### src/rtl/pooling_pkg.sv
// Shared types and encodings for the pooling window feeder and its pooling partner.
package pooling_pkg;
   localparam int WORD_IL = 4;
   localparam int WORD_FL = 16;

   typedef logic signed [WORD_IL+WORD_FL-1:0] word_t;

   localparam logic [1:0] POOL_IDLE = 2'b00;
   localparam logic [1:0] POOL_BUSY = 2'b01;
   localparam logic [1:0] POOL_DONE = 2'b10;

   localparam logic [1:0] MODE_MAX  = 2'b00;
   localparam logic [1:0] MODE_MEAN = 2'b01;
   localparam logic [1:0] MODE_MIN  = 2'b10;

   typedef enum logic [1:0] {FILL, ISSUE, WAIT, DRAIN} feed_state_e;
endpackage

### src/rtl/pooling_window_feeder_sr.sv
// Window shift register: newest word enters at the top, index 0 holds the oldest.
module pool_window_sr
   import pooling_pkg::*;
#(
   parameter type elem_t = word_t,
   parameter int  DEPTH  = 4
) (
   input  logic  clk,
   input  logic  rst_n,
   input  logic  clear_i,
   input  logic  shift_i,
   input  elem_t din_i,
   output elem_t win_o [DEPTH]
);
   elem_t win_q [DEPTH];

   always_ff @(posedge clk or negedge rst_n) begin
      if (!rst_n) begin
         for (int i = 0; i < DEPTH; i++) win_q[i] <= '0;
      end else if (clear_i) begin
         for (int i = 0; i < DEPTH; i++) win_q[i] <= '0;
      end else if (shift_i) begin
         for (int i = 0; i < DEPTH-1; i++) win_q[i] <= win_q[i+1];
         win_q[DEPTH-1] <= din_i;
      end
   end

   assign win_o = win_q;
endmodule

### src/rtl/pooling_window_feeder.sv
// Builds strided windows from a word stream, launches one pooling op per window
// and forwards each pooling result downstream.
//   state | meaning
//   FILL  | accepting words until a window completes
//   ISSUE | window ready, waiting for pooling idle to pulse launch
//   WAIT  | pooling busy, waiting for done to capture result
//   DRAIN | result held on out_* until downstream accepts
module pooling_window_feeder
   import pooling_pkg::*;
#(
   parameter int IL     = 4,
   parameter int FL     = 16,
   parameter int size   = 4,
   parameter int width  = $clog2(size),
   parameter int STRIDE = size
) (
   input  logic                             clk,
   input  logic                             reset,
   input  logic signed [IL+FL-1:0]          in_data,
   input  logic                             in_valid,
   output logic                             in_ready,
   input  logic                             in_last,
   input  logic [1:0]                       cfg_mode,
   output logic [size-1:0][IL+FL-1:0]       pool_im,
   output logic                             pool_input_ready,
   output logic [1:0]                       pool_mode,
   input  logic [1:0]                       pool_state,
   input  logic signed [IL+FL-1:0]          pool_om,
   output logic                             pool_output_taken,
   output logic signed [IL+FL-1:0]          out_data,
   output logic                             out_valid,
   input  logic                             out_ready,
   output logic                             out_last,
   output logic                             trunc_err
);
   // One extra bit so the fill counter can hold the value size itself.
   localparam int CW = width + 1;
   localparam logic [CW-1:0] SIZE_C   = CW'(size);
   localparam logic [CW-1:0] STRIDE_C = CW'(STRIDE);

   typedef logic signed [IL+FL-1:0] data_t;

   feed_state_e    state_q;
   logic           in_ready_q, row_start_q, last_q;
   logic           out_valid_q, out_last_q, trunc_q;
   logic [1:0]     mode_q;
   logic [CW-1:0]  fill_q, stride_q;
   data_t          out_data_q;
   data_t          win [size];

   logic           accept, win_done, win_clear;
   logic [CW-1:0]  fill_d, stride_d;

   assign accept   = in_ready_q && in_valid;
   assign fill_d   = (fill_q == SIZE_C) ? fill_q : fill_q + 1'b1;
   assign stride_d = stride_q + 1'b1;
   assign win_done = (fill_q != SIZE_C) ? (fill_d == SIZE_C) : (stride_d == STRIDE_C);
   assign win_clear = accept && in_last && !win_done;

   pool_window_sr #(.elem_t(data_t), .DEPTH(size)) u_win (
      .clk     (clk),
      .rst_n   (reset),
      .clear_i (win_clear),
      .shift_i (accept),
      .din_i   (in_data),
      .win_o   (win)
   );

   always_ff @(posedge clk or negedge reset) begin
      if (!reset) begin
         state_q     <= FILL;
         in_ready_q  <= 1'b0;
         row_start_q <= 1'b1;
         last_q      <= 1'b0;
         fill_q      <= '0;
         stride_q    <= '0;
         mode_q      <= MODE_MAX;
         out_data_q  <= '0;
         out_valid_q <= 1'b0;
         out_last_q  <= 1'b0;
         trunc_q     <= 1'b0;
      end else begin
         case (state_q)
            FILL: begin
               in_ready_q <= 1'b1;
               if (accept) begin
                  if (row_start_q) mode_q <= cfg_mode;
                  row_start_q <= in_last;
                  fill_q      <= fill_d;
                  stride_q    <= stride_d;
                  if (win_done) begin
                     state_q    <= ISSUE;
                     in_ready_q <= 1'b0;
                     last_q     <= in_last;
                     stride_q   <= '0;
                     if (in_last) fill_q <= '0;
                  end else if (in_last) begin
                     fill_q   <= '0;
                     stride_q <= '0;
                     trunc_q  <= 1'b1;
                  end
               end
            end
            ISSUE: begin
               if (pool_state == POOL_IDLE) state_q <= WAIT;
            end
            WAIT: begin
               if (pool_state == POOL_DONE) begin
                  out_data_q  <= pool_om;
                  out_valid_q <= 1'b1;
                  out_last_q  <= last_q;
                  state_q     <= DRAIN;
               end
            end
            DRAIN: begin
               if (out_ready) begin
                  out_valid_q <= 1'b0;
                  out_last_q  <= 1'b0;
                  in_ready_q  <= 1'b1;
                  state_q     <= FILL;
               end
            end
            default: state_q <= FILL;
         endcase
      end
   end

   // Launch and take are decoded from the live pooling state so each lands in the same cycle.
   assign pool_input_ready  = (state_q == ISSUE) && (pool_state == POOL_IDLE);
   assign pool_output_taken = (state_q == WAIT)  && (pool_state == POOL_DONE);

   for (genvar i = 0; i < size; i++) begin : g_im
      assign pool_im[i] = win[i];
   end

   assign in_ready  = in_ready_q;
   assign pool_mode = mode_q;
   assign out_data  = out_data_q;
   assign out_valid = out_valid_q;
   assign out_last  = out_last_q;
   assign trunc_err = trunc_q;
endmodule
### config.mk
export PLATFORM = sky130hd
export DESIGN_NAME = pooling_window_feeder
export DESIGN_NICKNAME = d
export VERILOG_FILES = /design/src/rtl/pooling_pkg.sv /design/src/rtl/pooling_window_feeder_sr.sv /design/src/rtl/pooling_window_feeder.sv
export SDC_FILE = /design/constraint.sdc
export NUM_CORES = 1
export LEC_CHECK = 0
export CAP_MARGIN = 20
export CORE_MARGIN = 4
export CORE_UTILIZATION = 35
export CTS_CLUSTER_DIAMETER = 60
export DETAILED_ROUTE_END_ITERATION = 10
export SYNTH_ARGS = -nofsm -noshare
export SYNTH_HDL_FRONTEND = slang
export SYNTH_SLANG_ARGS = --single-unit
export TNS_END_PERCENT = 100
### constraint.sdc
create_clock -name clk -period 3 [get_ports clk]
set_clock_uncertainty 0.2 [all_clocks]
set_input_delay 0.45 -clock clk [delete_from_list [all_inputs] [get_ports clk]]
set_output_delay 0.45 -clock clk [all_outputs]
set_load 0.1 [all_outputs]
* Word level (Yosys, flattened, before mapping)
Index checks and enable logic that the tools add are counted.
** Storage, ports and cells
- Register bits after elaboration :: 116
- Input bits :: 49
- Output and inout port bits :: 108
- Word-level logic and storage cells :: 72
** Operators by class
- Add/sub/neg operators :: 2
- Equality and inequality tests :: 13
- Multiplexer cells :: 22
- Bitwise operators :: 1
- Reductions and logical operators :: 19
** Operator list (number)
- 2-to-1 mux 80 bit :: 2
- 2-to-1 mux 3 bit :: 4
- 2-to-1 mux 2 bit :: 5
- != test 2 bit (second input constant) :: 5
- equality test 3 bit (second input constant) :: 3
- AND reduction 3 bit :: 3
- one-hot mux 2 bit (4 select lines) :: 1
- 2-to-1 mux 1 bit :: 7
- adder 3 x 1 -> 3 bit (second input constant) :: 2
- equality test 2 bit (second input constant) :: 3
- one-hot mux 1 bit (2 select lines) :: 3
- AND reduction 2 bit :: 3
- nonzero test 2 bit :: 3
- logical AND 1 bit :: 5
- AND reduction 5 bit :: 1
- logical NOT 2 bit :: 2
- AND reduction 4 bit :: 1
- != test 3 bit (second input constant) :: 1
- equality test 2 x 1 -> 1 bit (second input constant) :: 1
- logical NOT 1 bit :: 1
- inverter 1 bit :: 1

* Depth between registers and ports, before layout
- Word-level depth :: 7
- Mapped depth :: 8

* Hierarchy
Synthesis repeated with hierarchy kept, for this count alone.
** Second synthesis, totals
- Cells, all modules :: 433
- Area, all modules :: 4924.7 um2
** By module, submodules not included
- pool_window_sr :: times used 1, cells each 258, area each 3269.4 um2, sequential area each 2001.9 um2
- pooling_window_feeder :: times used 1, cells each 175, area each 1655.3 um2, sequential area each 902.1 um2

* Worst setup path before layout
No wires, ideal clock.
- Kind :: flip-flop to output port
- Start point :: register state_q[1]
- End point :: output pool_input_ready
- Arrival time :: 2.797 ns
- Data required time :: 2.350 ns
- Path slack :: -0.447 ns
- Cell stages (with the launch flop) :: 4
- Buffers on the path :: 0
- Path through :: dfrtp_1 -> inv_1 -> ha_1 -> nor3b_1
** Between the ends
- Longest elaborated chain between the ends :: 2
** Ends and longest elaborated chain
- start, declared :: line pooling_window_feeder.sv:43 : feed_state_e state_q;
- start signal, assigned :: line pooling_window_feeder.sv:71 : state_q <= FILL;
- start signal, assigned :: line pooling_window_feeder.sv:92 : state_q <= ISSUE;
- start signal, assigned :: line pooling_window_feeder.sv:105 : if (pool_state == POOL_IDLE) state_q <= WAIT;
- equality test 2 x 1 -> 1 bit :: line pooling_window_feeder.sv:129 : assign pool_input_ready = (state_q == ISSUE) && (pool_state == POOL_IDLE);
- logical AND 1 bit :: line pooling_window_feeder.sv:129
- end, declared :: line pooling_window_feeder.sv:25 : output logic pool_input_ready,
No other way between the ends.

* Final worst setup path
- Start point :: register state_q[0]
- End point :: output pool_output_taken
** Between the ends
- Longest elaborated chain between the ends :: 2
** Ends and longest elaborated chain
- equality test 2 bit :: line pooling_window_feeder.sv:130 : assign pool_output_taken = (state_q == WAIT) && (pool_state == POOL_DONE);
- logical AND 1 bit :: line pooling_window_feeder.sv:130
- end, declared :: line pooling_window_feeder.sv:29 : output logic pool_output_taken,
No other way between the ends.

==> metrics.csv <==
stage;metric;value;unit
synthesis;yosys warns;0;
routing;DRC violation count after routing;0;
synthesis;Distinct cells, synth;33;
cts;clock slew at reported path FFs;0.05;ns
synthesis;number of flops mapped to enable cells by yosys;0;
timing;unrepaired setup endpoints after global routing;no;
critical_path;crit start category;flop;
routing;final wirelength;10900;um
timing;Tmin final;2.48;ns
cts;# H-tree levels;4;
synthesis;Yosys top cell area share;0.626;
critical_path;crit path max fanout;6;
run_status;status;finished, final reports clean;
cells_and_area;multi-input logic area;1510;um^2
timing;Least-Margin Pin Slew;0.577;ns
grt;global-route wire length before repair;17600;um
timing;Hold Fails Final Rpt;0;
place;DPL Wire Length;7560;um
critical_path;critical path data arrival time;1.83;ns
synthesis;cell taking the most area after synthesis;dfrtp_1;
critical_path;Reg-to-Reg Start;stride_q[0];
cts;# Post-CTS Setup Buffers;0;
cells_and_area;Fill cells;1137;
cts;post-CTS resize count;0;
grt;Total GRT Usage;0.152;
routing;initial DRC count;187;
synthesis;cell count after synthesis;312;
grt;initial antenna violation count;0;
routing;ANT nets after route;0;
cells_and_area;commonest non-fill, non-tap cell in the layout;dfrtp_1;
cells_and_area;ANT cells;0;
min_path;Hold Crit Class;reg2reg;
cells_and_area;final non-filler cell total;658;
grt;grt ovf;0;
critical_path;Worst setup EP type;output pin;
timing;Rel. slew slack;0.615;
synthesis;post-synth net total;368;
synthesis;post-synthesis sequential area ratio;0.632;
grt;vias in the first global route;3392;
die;IO Pins;157;
die;DIE HEIGHT;123;um
routing;TritonRoute pass-1 iters;4;
routing;vias per cell;4.84;
cells_and_area;Reg area;2900;um^2
cells_and_area;nets;530;
die;Core Rows;41;
flow_run;max cap viols;0;
cells_and_area;commonest cells after routing, fill and taps aside;dfrtp_1 (115), buf_4 (113), a22o_2 (65);
timing;Final Cycle Share;0.825;
timing;Total Neg Setup Slack;0;ns
place;Port Buffers;156;
cts;Root Driver;clkbuf_16;
min_path;Worst Hold Launch;row_start_q;
cts;CTS tree;yes;
grt;largest net degree at the start of global routing;81;
critical_path;Worst Setup SP;state_q[0];
synthesis;Mapped Avg Cell Area;14.7;um^2
timing;f_max;404;MHz
place;dpl cells;626;
die;die width;123;um
routing;WL/cell;16.6;um
die;Starting Density;0.361;
synthesis;top_reg_cell synth;dfrtp_1;
die;die area;15000;um^2
timing;hold_ws;0.261;ns
critical_path;critical path type;reg2out;
cts;Worst-Skew Late Latency;0.40;ns
cells_and_area;Layout area overhead;43.9;%
synthesis;Post-Syn Area;4600;um^2
synthesis;largest cells by area after synthesis;dfrtp_1 (63%), a22o_2 (14%), mux2_2 (5.9%), a22o_1 (3.0%), buf_8 (2.6%);
critical_path;Critical Path RT;2.35;ns
timing;max-slew violation count;0;
synthesis;flop and latch count out of synthesis;116;
cts;CTS max path bufs;2;
die;CORE AREA;12700;um^2
timing;setup violators final;0;
cts;Clock Sinks;116;
cts;CTS Buf Count;17;
cells_and_area;layout cells sized above 1;0.498;
synthesis;asr flop ratio synth;1.00;
routing;vias;3185;
place;gpl congestion;0.785;
repair_timing:
item	CTS	global route
hold buffers	1	0
setup endpoints to repair	0	0
hold endpoints to repair	42	0
state kept, by name, indices dropped and copies added (netlist names):
signal       count
in_ready         1
out_last         1
out_data        20
row_start_q      1
out_valid        1
u_win.win_o     80
last_q           1
fill_q           3
state_q          2
trunc_err        1
pool_mode        2
stride_q         3
cells in the mapped netlist (3+ instances only):
master,number
buf_8,8
clkbuf_1,11
nor3b_1,3
a22o_2,65
ha_1,7
a21oi_1,4
nor2_1,5
dfrtp_1,115
mux2_2,24
o22ai_1,3
nand2_1,12
a22o_1,16
nor2b_1,3
inv_1,7
o21ai_0,7
per-layer routing:
layer | up-vias | track usage | part of all wire | wire, um
met4 | 0 | 0.0644 | 0.018 | 193
met2 | 105 | 0.237 | 0.48 | 5290
met5 | - | 0 | 0 | 0
met1 | 1563 | 0.193 | 0.44 | 4740
met3 | 15 | 0.0544 | 0.062 | 678
li1 | 1502 | - | - | -
layout make-up:
type | count | share of cell area
clock buffers | 28 | 0.0811
clock inverters | 3 | 0.00605
inverters | 7 | 0.00397
multi-input cells | 168 | 0.227
flip-flops and latches | 116 | 0.439
well taps | 172 | 0.0325
repair buffers | 164 | 0.210
final timing paths:
path                       slack [ns]                 to  cells past startpoint
setup / recovery                 0.52  pool_output_taken                      5
hold / removal                   0.26        row_start_q                      2
setup reg to reg                 0.74    u_win.win_o[50]                      7
hold reg to reg                  0.26        row_start_q                      2
max in group asynchronous        1.38          out_valid                      3
min in group asynchronous        0.41    u_win.win_o[18]                      2
metrics by stage:
step	setup slack, ns	instance area (um^2)	util
2_1_floorplan	0.538	4600	-
3_3_place_gp	0.646	6030	0.474
3_5_place_dp	0.583	6030	0.474
4_1_cts	0.472	6620	0.520
5_1_grt	0.414	6620	0.520
6_report	0.525	6620	0.520
logic make-up after synthesis:
group           count (synthesis)  share of synthesized area
simple gates                   32                     0.0365
flops                         116                      0.632
fa+ha+maj                       7                     0.0191
xor+xnor                        1                    0.00191
mux                            24                     0.0588
buf+inv                        28                     0.0430
compound gates                104                      0.209
worst max-delay path, cell delays in order (launching register included):
cell and delay [ns]:
dfrtp_1 0.41, inv_1 0.10, ha_1 0.24, inv_1 0.11
nor2_2 0.33, buf_12 0.23
Power is left out: the tool's default activity adds up to more than one toggle a clock period on the data nets, which glitch-free logic cannot reach.
